## config.mk

```make
export PLATFORM = sky130hd
export DESIGN_NAME = corr_pkt_arbiter_flat
export DESIGN_NICKNAME = d
export VERILOG_FILES = /design/src/rtl/corr_pkt_arbiter_if.sv /design/src/rtl/corr_pkt_arbiter.sv /design/src/flat_wrapper.sv
export SDC_FILE = /design/constraint.sdc
export NUM_CORES = 1
export LEC_CHECK = 0
export ABC_AREA = 1
export CORE_MARGIN = 8
export CORE_UTILIZATION = 50
export DETAILED_ROUTE_END_ITERATION = 10
export PLACE_DENSITY_LB_ADDON = 0.2
export SYNTH_ARGS = -nofsm -noshare
export SYNTH_HDL_FRONTEND = slang
export SYNTH_SLANG_ARGS = --single-unit
export TNS_END_PERCENT = 1
```

## constraint.sdc

```tcl
create_clock -name i_clk -period 5.4 [get_ports i_clk]
set_input_delay 1.62 -clock i_clk [delete_from_list [all_inputs] [get_ports i_clk]]
set_output_delay 1.62 -clock i_clk [all_outputs]
set_load 0.05 [all_outputs]
```

## src/rtl/corr_pkt_arbiter_if.sv

```systemverilog
// -----------------------------------------------------------------------------
// corr_pkt_arbiter_if
//   Bundles the correlator-facing and FIFO-facing signals of corr_pkt_arbiter.
//
//   Channel side : i_wrap (per-channel wrap strobes), i_counts (per-channel
//                  {symdiff,isect,y,x} bytes, channel c at [32*c +: 32])
//   FIFO side    : i_fifoNEntries (occupancy), o_push / o_data (push port)
//   Status       : o_busy (packet being emitted), o_pending (slot flags),
//                  o_dropCount (saturating dropped-wrap count)
//
//   master : the arbiter itself
//   slave  : whoever drives the channels and owns the FIFO
// -----------------------------------------------------------------------------
interface corr_pkt_arbiter_if #(
  parameter int N_CHAN     = 4,
  parameter int FIFO_DEPTH = 50
);
  localparam int CNT_W = $clog2(FIFO_DEPTH + 1);

  logic [N_CHAN-1:0]    i_wrap;
  logic [32*N_CHAN-1:0] i_counts;
  logic [CNT_W-1:0]     i_fifoNEntries;
  logic                 o_push;
  logic [7:0]           o_data;
  logic                 o_busy;
  logic [N_CHAN-1:0]    o_pending;
  logic [7:0]           o_dropCount;

  modport master (
    input  i_wrap, i_counts, i_fifoNEntries,
    output o_push, o_data, o_busy, o_pending, o_dropCount
  );

  modport slave (
    output i_wrap, i_counts, i_fifoNEntries,
    input  o_push, o_data, o_busy, o_pending, o_dropCount
  );
endinterface

```

## src/rtl/corr_pkt_arbiter.sv

```systemverilog
// -----------------------------------------------------------------------------
// corr_pkt_arbiter
//   Round-robin scheduler sharing one byte-wide packet FIFO between N_CHAN
//   correlator channels. Each channel holds one pending packet; when the FIFO
//   has room for a whole packet the next channel (round-robin) is granted and
//   its packet is pushed as six bytes:
//     channel index, window number, x, y, isect, symdiff
//   Wraps arriving while a channel's slot is full are dropped and counted,
//   but the channel's window number still advances so the host sees the gap.
//
// Ports
//   i_clk    : clock
//   i_rst    : synchronous active-high reset (has priority over i_flush)
//   i_cg     : clock-gate enable; low freezes all state and masks o_push
//   i_flush  : synchronous abort of pending and in-flight packets
//   bus      : corr_pkt_arbiter_if.master (wrap/counts in, FIFO push out,
//              busy/pending/dropCount status out)
// -----------------------------------------------------------------------------
module corr_pkt_arbiter #(
  parameter int N_CHAN     = 4,
  parameter int FIFO_DEPTH = 50
) (
  input  logic               i_clk,
  input  logic               i_rst,
  input  logic               i_cg,
  input  logic               i_flush,
  corr_pkt_arbiter_if.master bus
);
  localparam int CNT_W  = $clog2(FIFO_DEPTH + 1);
  localparam int PTR_W  = (N_CHAN > 1) ? $clog2(N_CHAN) : 1;
  localparam int DROP_W = $clog2(N_CHAN + 1);

  typedef enum logic {IDLE, EMIT} stateT;

  stateT             stateReg, stateNext;
  logic [PTR_W-1:0]  rrPtrReg, rrPtrNext;
  logic [2:0]        byteIdxReg, byteIdxNext;
  logic [47:0]       bufReg, bufNext;
  logic [7:0]        dataReg, dataNext;
  logic [7:0]        dropCountReg, dropCountNext;

  logic [N_CHAN-1:0] pendingVec;
  logic [N_CHAN-1:0] grantVec;
  logic [N_CHAN-1:0] dropVec;
  logic [31:0]       shadowArr [N_CHAN];
  logic [7:0]        winNumShadowArr [N_CHAN];

  logic              fifoRoom;
  logic              grant;
  logic              found;
  logic [PTR_W:0]    cand;
  logic [PTR_W-1:0]  grantIdx;
  logic [DROP_W-1:0] dropNum;
  logic [9:0]        dropSum;

  // One bit wider than the occupancy so the +6 can never wrap.
  assign fifoRoom = ({1'b0, bus.i_fifoNEntries} + (CNT_W+1)'(6)) <= (CNT_W+1)'(FIFO_DEPTH);

  // Grants only happen from IDLE, so the cycle that returns to IDLE after
  // byte 5 can never also grant.
  assign grant = i_cg && !i_flush && (stateReg == IDLE) && (|pendingVec) && fifoRoom;

  // ---------------------------------------------------------------------------
  // Per-channel slot: pending flag, captured counts, window numbers.
  // ---------------------------------------------------------------------------
  for (genvar gi = 0; gi < N_CHAN; gi++) begin : gChan
    logic        pendingReg;
    logic [31:0] shadowReg;
    logic [7:0]  winNumShadowReg;
    logic [7:0]  winNumReg;
    logic        wrapLive;

    assign wrapLive = i_cg && bus.i_wrap[gi];
    // A wrap is only a drop if the slot stays occupied across this edge.
    assign dropVec[gi] = wrapLive && !i_flush && pendingReg && !grantVec[gi];

    always_ff @(posedge i_clk) begin
      if (i_rst) begin
        pendingReg      <= 1'b0;
        shadowReg       <= '0;
        winNumShadowReg <= '0;
        winNumReg       <= '0;
      end else if (i_cg) begin
        // The window number counts every wrap, even dropped or flushed ones.
        if (bus.i_wrap[gi]) begin
          winNumReg <= winNumReg + 8'd1;
        end
        if (i_flush) begin
          pendingReg <= 1'b0;
        end else if (bus.i_wrap[gi] && (!pendingReg || grantVec[gi])) begin
          // Granted-this-cycle slot is being copied out, so it can be refilled.
          shadowReg       <= bus.i_counts[32*gi +: 32];
          winNumShadowReg <= winNumReg;
          pendingReg      <= 1'b1;
        end else if (grantVec[gi]) begin
          pendingReg <= 1'b0;
        end
      end
    end

    assign pendingVec[gi]      = pendingReg;
    assign shadowArr[gi]       = shadowReg;
    assign winNumShadowArr[gi] = winNumShadowReg;
  end

  // ---------------------------------------------------------------------------
  // Round-robin search: first pending channel at or above rrPtr, wrapping.
  // ---------------------------------------------------------------------------
  always_comb begin
    grantIdx = '0;
    found    = 1'b0;
    cand     = '0;
    for (int i = 0; i < N_CHAN; i++) begin
      cand = {1'b0, rrPtrReg} + (PTR_W+1)'(i);
      if (cand >= (PTR_W+1)'(N_CHAN)) begin
        cand = cand - (PTR_W+1)'(N_CHAN);
      end
      if (!found && pendingVec[cand[PTR_W-1:0]]) begin
        found    = 1'b1;
        grantIdx = cand[PTR_W-1:0];
      end
    end
  end

  always_comb begin
    grantVec = '0;
    if (grant) begin
      grantVec[grantIdx] = 1'b1;
    end
  end

  // ---------------------------------------------------------------------------
  // Drop counter: all simultaneous drops are summed, then saturated.
  // ---------------------------------------------------------------------------
  always_comb begin
    dropNum = '0;
    for (int i = 0; i < N_CHAN; i++) begin
      dropNum = dropNum + DROP_W'(dropVec[i]);
    end
    dropSum       = {2'b00, dropCountReg} + 10'(dropNum);
    dropCountNext = dropCountReg;
    if (i_cg) begin
      if (i_flush) begin
        dropCountNext = '0;
      end else if (dropSum > 10'd255) begin
        dropCountNext = 8'hFF;
      end else begin
        dropCountNext = dropSum[7:0];
      end
    end
  end

  // ---------------------------------------------------------------------------
  // Emit FSM. dataReg always holds the byte being pushed; bufReg shifts down
  // so that its low byte is the one currently on o_data.
  // ---------------------------------------------------------------------------
  always_comb begin
    stateNext   = stateReg;
    rrPtrNext   = rrPtrReg;
    byteIdxNext = byteIdxReg;
    bufNext     = bufReg;
    dataNext    = dataReg;
    if (i_cg) begin
      if (i_flush) begin
        stateNext   = IDLE;
        rrPtrNext   = '0;
        byteIdxNext = '0;
      end else begin
        case (stateReg)
          IDLE: begin
            if (grant) begin
              bufNext     = {shadowArr[grantIdx], winNumShadowArr[grantIdx], 8'(grantIdx)};
              dataNext    = 8'(grantIdx);
              byteIdxNext = '0;
              rrPtrNext   = (grantIdx == PTR_W'(N_CHAN - 1)) ? '0 : grantIdx + PTR_W'(1);
              stateNext   = EMIT;
            end
          end
          EMIT: begin
            if (byteIdxReg == 3'd5) begin
              byteIdxNext = '0;
              stateNext   = IDLE;
            end else begin
              byteIdxNext = byteIdxReg + 3'd1;
              bufNext     = bufReg >> 8;
              dataNext    = bufReg[15:8];
            end
          end
          default: stateNext = IDLE;
        endcase
      end
    end
  end

  always_ff @(posedge i_clk) begin
    if (i_rst) begin
      stateReg <= IDLE;
    end else begin
      stateReg <= stateNext;
    end
  end

  always_ff @(posedge i_clk) begin
    if (i_rst) begin
      rrPtrReg     <= '0;
      byteIdxReg   <= '0;
      bufReg       <= '0;
      dataReg      <= '0;
      dropCountReg <= '0;
    end else begin
      rrPtrReg     <= rrPtrNext;
      byteIdxReg   <= byteIdxNext;
      bufReg       <= bufNext;
      dataReg      <= dataNext;
      dropCountReg <= dropCountNext;
    end
  end

  assign bus.o_busy      = (stateReg == EMIT);
  assign bus.o_push      = (stateReg == EMIT) && i_cg;
  assign bus.o_data      = dataReg;
  assign bus.o_pending   = pendingVec;
  assign bus.o_dropCount = dropCountReg;

endmodule

```

## src/flat_wrapper.sv

```systemverilog
// flat-port wrapper written by rule: the top's interface ports become plain ports
module corr_pkt_arbiter_flat 
#(
  parameter int N_CHAN     = 4,
  parameter int FIFO_DEPTH = 50
)
  (i_clk, i_rst, i_cg, i_flush, bus_i_wrap, bus_i_counts, bus_i_fifoNEntries, bus_o_push, bus_o_data, bus_o_busy, bus_o_pending, bus_o_dropCount);
  corr_pkt_arbiter_if #(.N_CHAN(N_CHAN), .FIFO_DEPTH(FIFO_DEPTH)) bus_i ();
  input  logic i_clk;
  input  logic i_rst;
  input  logic i_cg;
  input  logic i_flush;
  input wire logic [$bits(bus_i.i_wrap)-1:0] bus_i_wrap;
  input wire logic [$bits(bus_i.i_counts)-1:0] bus_i_counts;
  input wire logic [$bits(bus_i.i_fifoNEntries)-1:0] bus_i_fifoNEntries;
  output wire logic [$bits(bus_i.o_push)-1:0] bus_o_push;
  output wire logic [$bits(bus_i.o_data)-1:0] bus_o_data;
  output wire logic [$bits(bus_i.o_busy)-1:0] bus_o_busy;
  output wire logic [$bits(bus_i.o_pending)-1:0] bus_o_pending;
  output wire logic [$bits(bus_i.o_dropCount)-1:0] bus_o_dropCount;
  assign bus_i.i_wrap = bus_i_wrap;
  assign bus_i.i_counts = bus_i_counts;
  assign bus_i.i_fifoNEntries = bus_i_fifoNEntries;
  assign bus_o_push = bus_i.o_push;
  assign bus_o_data = bus_i.o_data;
  assign bus_o_busy = bus_i.o_busy;
  assign bus_o_pending = bus_i.o_pending;
  assign bus_o_dropCount = bus_i.o_dropCount;
  corr_pkt_arbiter #(.N_CHAN(N_CHAN), .FIFO_DEPTH(FIFO_DEPTH)) u_core (.i_clk(i_clk), .i_rst(i_rst), .i_cg(i_cg), .i_flush(i_flush), .bus(bus_i));
endmodule
```

# After elaboration in Yosys (flattened, before gate mapping)
# Index checks and enable logic that the tools add are counted.
# classes
add_sub_neg,18
magnitude_cmp,13
n_eq_ne,6
n_mux,60
bitwise,3
reduce_logical,66
# op_table
operator,n
48-bit two-way mux,2
48-bit case mux with 2 select lines,1
32-bit binary-select mux with 2-bit select,1
32-bit two-way mux,2
8-bit two-way mux,6
8-bit by 1-bit adder with 8-bit output (second input constant),4
1-bit logical AND,29
2-bit two-way mux,12
1-bit two-way mux,23
2-bit AND reduction,9
8-bit binary-select mux with 2-bit select,1
8-bit case mux with 2 select lines,1
2-bit by 3-bit < comparator with 1-bit output (second input constant),5
3-bit AND reduction,5
3-bit >= comparator (second input constant),4
1-bit zero test,12
3-bit nonzero test,4
10-bit by 8-bit greater-than comparator with 1-bit output (second input constant),1
8-bit by 3-bit adder with 9-bit output,1
3-bit two-way mux,3
1-bit binary-select mux with 2-bit select,4
2-bit by 1-bit subtractor with 2-bit output (second input constant),4
6-bit by 3-bit adder with 7-bit output (second input constant),1
7-bit by 6-bit less-or-equal comparator with 1-bit output (second input constant),1
other kinds (23),30
# totals
ff_bits,266
input_bits,142
out_inout_bits,22
word_cells,188

# Depth between registers and ports, before layout
# depth
word_depth,28
depth_mapped,33
ltp_nobuf,31

# Least setup slack after synthesis
# OpenSTA, ideal clock, no wires.
# synth_path
path_kind,input to register
start,input i_flush
end,"register u_core.dropCountReg[4], in the netlist u_core.bus.o_dropCount[4]"
setup_time_ps,132
arrival_time_ps,4976
required_ps,5268
path_slack_ps,292
stages,26
path_buffers,2
path_cell_list,buf_2 > nor2_8 > nand2_1 > a41oi_1 > nand2_1 > inv_2 > buf_6 > nand2_2 > nand2_2 > inv_1 > nand2_1 > inv_1 > ha_1 > fa_1 > ha_1 > fa_1 > nand2_1 > inv_1 > o21ai_0 > nor2_1 > nand3_1 > nor2_1 > inv_1 > o21ai_0 > nand2_1 > a21oi_1
# synth_via
elab_chain_cells,15
elab_cells_between_ends,29
cone_classes,4 x add/sub; 1 x order compare; 3 x mux; 21 x reduce/logical
# synth_rtl
element,line_no,source
start: declaration,flat_wrapper.sv:12,input logic i_flush;
1-bit zero test,"corr_pkt_arbiter.sv:61, corr_pkt_arbiter.sv:75",
1-bit logical AND (4 in series),corr_pkt_arbiter.sv:61,assign grant = i_cg && !i_flush && (stateReg == IDLE) && (|pendingVec) && fifoRoom;
4-bit two-way mux,corr_pkt_arbiter.sv:127,if (grant) begin
1-bit zero test,corr_pkt_arbiter.sv:75,assign dropVec[gi] = wrapLive && !i_flush && pendingReg && !grantVec[gi];
1-bit logical AND,corr_pkt_arbiter.sv:75,
1-bit by 1-bit adder with 2-bit output,corr_pkt_arbiter.sv:138,dropNum = dropNum + DROP_W'(dropVec[i]);
3-bit by 1-bit adder with 3-bit output (2 in series),corr_pkt_arbiter.sv:138,
8-bit by 3-bit adder with 9-bit output,corr_pkt_arbiter.sv:140,"dropSum = {2'b00, dropCountReg} + 10'(dropNum);"
10-bit by 8-bit greater-than comparator with 1-bit output,corr_pkt_arbiter.sv:145,end else if (dropSum > 10'd255) begin
8-bit two-way mux,corr_pkt_arbiter.sv:145,
8-bit two-way mux *,corr_pkt_arbiter.sv:143,if (i_flush) begin
end signal: assignment,corr_pkt_arbiter.sv:215,dropCountReg <= dropCountNext;
end: declaration,corr_pkt_arbiter.sv:40,"logic [7:0] dropCountReg, dropCountNext;"
# Mark *: on every way between the ends. The rest lies on a longest branch, timed or not.
# A chain may end at the register's enable or synchronous reset.

# Final worst setup path
# layout_path
start,input bus_i_fifoNEntries[2]
end,"register u_core.dropCountReg[4], in the netlist u_core.bus.o_dropCount[4]"
# layout_via
elab_chain_cells,13
elab_cells_between_ends,19
cone_classes,5 x add/sub; 2 x order compare; 3 x mux; 9 x reduce/logical
# layout_rtl
element,line_no,source
start: declaration,flat_wrapper.sv:15,input wire logic [$bits(bus_i.i_fifoNEntries)-1:0] bus_i_fifoNEntries;
6-bit by 3-bit adder with 7-bit output *,corr_pkt_arbiter.sv:57,"assign fifoRoom = ({1'b0, bus.i_fifoNEntries} + (CNT_W+1)'(6)) <= (CNT_W+1)'(FIFO_DEPTH);"
7-bit by 6-bit less-or-equal comparator with 1-bit output *,corr_pkt_arbiter.sv:57,
1-bit logical AND *,corr_pkt_arbiter.sv:61,
4-bit two-way mux *,corr_pkt_arbiter.sv:127,
1-bit zero test,corr_pkt_arbiter.sv:75,
1-bit logical AND,corr_pkt_arbiter.sv:75,
1-bit by 1-bit adder with 2-bit output,corr_pkt_arbiter.sv:138,
3-bit by 1-bit adder with 3-bit output,corr_pkt_arbiter.sv:138,
3-bit by 1-bit adder with 3-bit output *,corr_pkt_arbiter.sv:138,
8-bit by 3-bit adder with 9-bit output *,corr_pkt_arbiter.sv:140,
10-bit by 8-bit greater-than comparator with 1-bit output,corr_pkt_arbiter.sv:145,
8-bit two-way mux *,corr_pkt_arbiter.sv:145,
8-bit two-way mux *,corr_pkt_arbiter.sv:143,
# Marks and branches as above.

==> flow_metrics.env <==
export IMPL_vdd_ir_drop_max_mv=0.206
export IMPL_die_y_um=170
export IMPL_wl_per_cell_um=16.9
export IMPL_criticalPathCategory="in -> reg"
export IMPL_startpoint_type="input port"
export IMPL_num_antenna_cells=0
export IMPL_io_pins=164
export IMPL_grt_pass1_wl_um=56700
export IMPL_syn_avg_cell_area_um2=7.12
export IMPL_synthCells=1675
export IMPL_hold_class="reg -> reg"
export IMPL_viasPerCell=5.57
export IMPL_syn_nets=1834
export IMPL_finalHoldViolCount=0
export IMPL_final_max_slew_viol_count=0
export IMPL_r2r_start="u_core.rrPtrReg[0]"
export IMPL_yosys_area_share_simple_pct=28.6
export IMPL_grt_overflow=0
export IMPL_die_x_um=170
export IMPL_p_leak_nw=5.42
export IMPL_n_fill_cell=2159
export IMPL_cap_violations=0
export IMPL_gp_congestion=0.863
export IMPL_num_rows=56
export IMPL_grt_pass1_vias=11100
export IMPL_synth_edf_count=0
export IMPL_synthXorXnorAreaFrac_pct=0.147
export IMPL_crit_top_cell="nand2_1"
export IMPL_drive_gt1_share_pct=7.05
export IMPL_grt_usage_pct=23.7
export IMPL_startpoint="bus_i_fifoNEntries[2]"
export IMPL_synth_cell_types=37
export IMPL_synth_top_area_share_pct=43.3
export IMPL_synth_area_top_cells="dfxtp_1, nand3_1, a21oi_1, nand2_1, o21ai_0"
export IMPL_ant_nets=0
export IMPL_hp_start="u_core.gChan[3].shadowReg[29]"
export IMPL_drt_first_iter_violations=1329
export IMPL_critPathBufInv=8
export IMPL_drt_pass1_iterations=5
export IMPL_cts_hold_buf=0
export IMPL_placed_area_mm2=0.0135
export IMPL_htreeDepth=1
export IMPL_whs_ps=455
export IMPL_fp_coreArea_mm2=0.0235
export IMPL_antenna_found_initial=0
export IMPL_clock_skew_ps=8.66
export IMPL_cts_reportedPaths_clkPinSlew_ps=60
export IMPL_routed_wirelength_um=35600
export IMPL_yosys_area_share_adder_pct=1.91
export IMPL_ys_seq_area_share_pct=43.3
export IMPL_yosysWarnings=0
export IMPL_crit_fanout=4
export IMPL_final_design_area_no_fill_mm2=0.0145
export IMPL_crit_path_end_kind="register"
export IMPL_synth_compound_area_share_pct=16.7
export IMPL_io_buffers=163
export IMPL_crit_family="adder cells"
export IMPL_fmax_ghz=0.197
export IMPL_root_buffer="clkbuf_16"
export IMPL_synth_top_area_cell="dfxtp_1"
export IMPL_initial_core_util_pct=50.8
export IMPL_clock_sinks=258
export IMPL_synth_top_family_by_area="simple AND/OR/NAND/NOR gates"
export IMPL_setup_viol=0
export IMPL_outcome="finished, final reports clean"
export IMPL_fin_tns_setup_ps=0
export IMPL_fin_crit_sh_pct=93.8
export IMPL_dp_hpwl_um=23500
export IMPL_drc=0
export IMPL_clockBufferDepth=3
export IMPL_async_flop_share_pct=0
export IMPL_cts_tree="yes"
export IMPL_yosys_register_bits=258
export IMPL_syn_to_final_growth_pct=21.8
export IMPL_grt_max_degree=97
export IMPL_arrival_ps=5450
export IMPL_cts_made_buffers=27
export IMPL_relSlewSlack_pct=29.5
export IMPL_clkLatencyLatePin_ps=540
export IMPL_dieArea_mm2=0.0290
export IMPL_critical_path_max_stage_delay_ps=490
export IMPL_synth_area_mm2=0.0119
export IMPL_worstMarginPinSlew_ps=1060
export IMPL_nNetsFinal=1925
export IMPL_powerDensity_mw_per_mm2=320
export IMPL_synthMuxAreaShare_pct=0
export IMPL_cp_slowest_cell="clkdlybuf4s50_1"
export IMPL_required_ps=5790
export IMPL_finalCriticalPeriod_ps=5060
export IMPL_ys_flop_type="dfxtp_1"
export IMPL_vias=11700
export IMPL_synth_common_cells="nand2_1, nand3_1, a21oi_1"
## flip-flops by register name (all words and copies together) (netlist names)
signal and cells:
u_core.gChan.shadowReg 128, u_core.bufReg 41, u_core.gChan.winNumReg 32, u_core.gChan.winNumShadowReg 32
u_core.bus.o_dropCount 8, u_core.bus.o_data 7, u_core.gChan.pendingReg 4, u_core.byteIdxReg 3
u_core.rrPtrReg 2, u_core.bus.o_busy 1
## metal layers
layer  GRT usage [%]  wire, µm  vias up
met2            37.8     16200      444
met4            6.25       711        0
met1            32.8     16000     5442
met3            3.92      2680       53
met5               0         0        -
li1                -         -     5800
## cell usage in the layout, fill, tap and decap left out, types with 5 or more instances in the layout
cell type,count
a21oi_1,282
buf_4,39
bufinv_16,5
clkbuf_16,27
clkbuf_8,7
clkdlybuf4s50_1,161
clkinv_2,6
dfxtp_1,258
ha_1,14
inv_1,90
inv_2,10
nand2_1,342
nand2_2,11
nand3_1,341
nand4_1,6
nor2_1,42
nor2_2,7
nor3_1,6
o21ai_0,95
o21ai_1,7
## per-stage QoR
step	setup slack, ps	util [%]	total power (W)	std cells
after floorplan	292	-	0.00241	1675
after global placement	-269	57.6	0.00265	2056
after detailed placement	-374	57.6	0.00265	2056
after CTS	180	61.8	0.00466	2106
after global routing	-49.0	61.9	0.00481	2106
final	336	61.9	0.00465	2106
## path summary, 6_finish.rpt
| kind | end | slack (ps) | cells past startpoint |
|---|---|---|---|
| setup / recovery | u_core.bus.o_dropCount[4] | 340 | 30 |
| hold / removal | u_core.gChan[3].shadowReg[29] | 450 | 2 |
| setup reg to reg | u_core.bus.o_dropCount[4] | 800 | 30 |
| hold reg to reg | u_core.gChan[3].shadowReg[29] | 450 | 2 |
## timing repair
action | CTS | global route
endpoints found under the hold margin | 0 | 0
setup buffers | 0 | 0
gates resized for setup | 0 | 6
endpoints found under the setup margin | 0 | 8
## layout make-up
cell class | count | area (µm²) | share of cell area (%)
Clock buffer | 36 | 779 | 5.37
Clock inverter | 14 | 205 | 1.41
Multi-Input combinational cell | 1177 | 5690 | 39.1
Timing Repair Buffer | 200 | 1900 | 13.1
Inverter | 102 | 388 | 2.67
Sequential cell | 258 | 5160 | 35.6
Tap cell | 319 | 399 | 2.75
## worst reg2reg max path, delay by kind of cell (launching register included)
kind,cells,cell delay (ps)
buffers and inverters,6,520
adders and majority gates,5,1570
and+or+nand+nor,16,1480
AOI/OAI and AO/OA,3,340
DFF,1,550
## cell families (layout without fill, tap and decap cells)
group,Yosys count,count (layout)
and+or+nand+nor,765,765
AOI/OAI and AO/OA,393,393
DFF,258,258
buffers and inverters,240,352
adders and majority gates,17,17
xor gates and xnor gates,2,2
## power by group
| part | internal, W | switching (W) |
|---|---|---|
| Combinational | 0.000236 | 0.000401 |
| Sequential | 0.00196 | 0.0000311 |
| Clock | 0.00125 | 0.000777 |
Power figures use the tool's default switching activity.
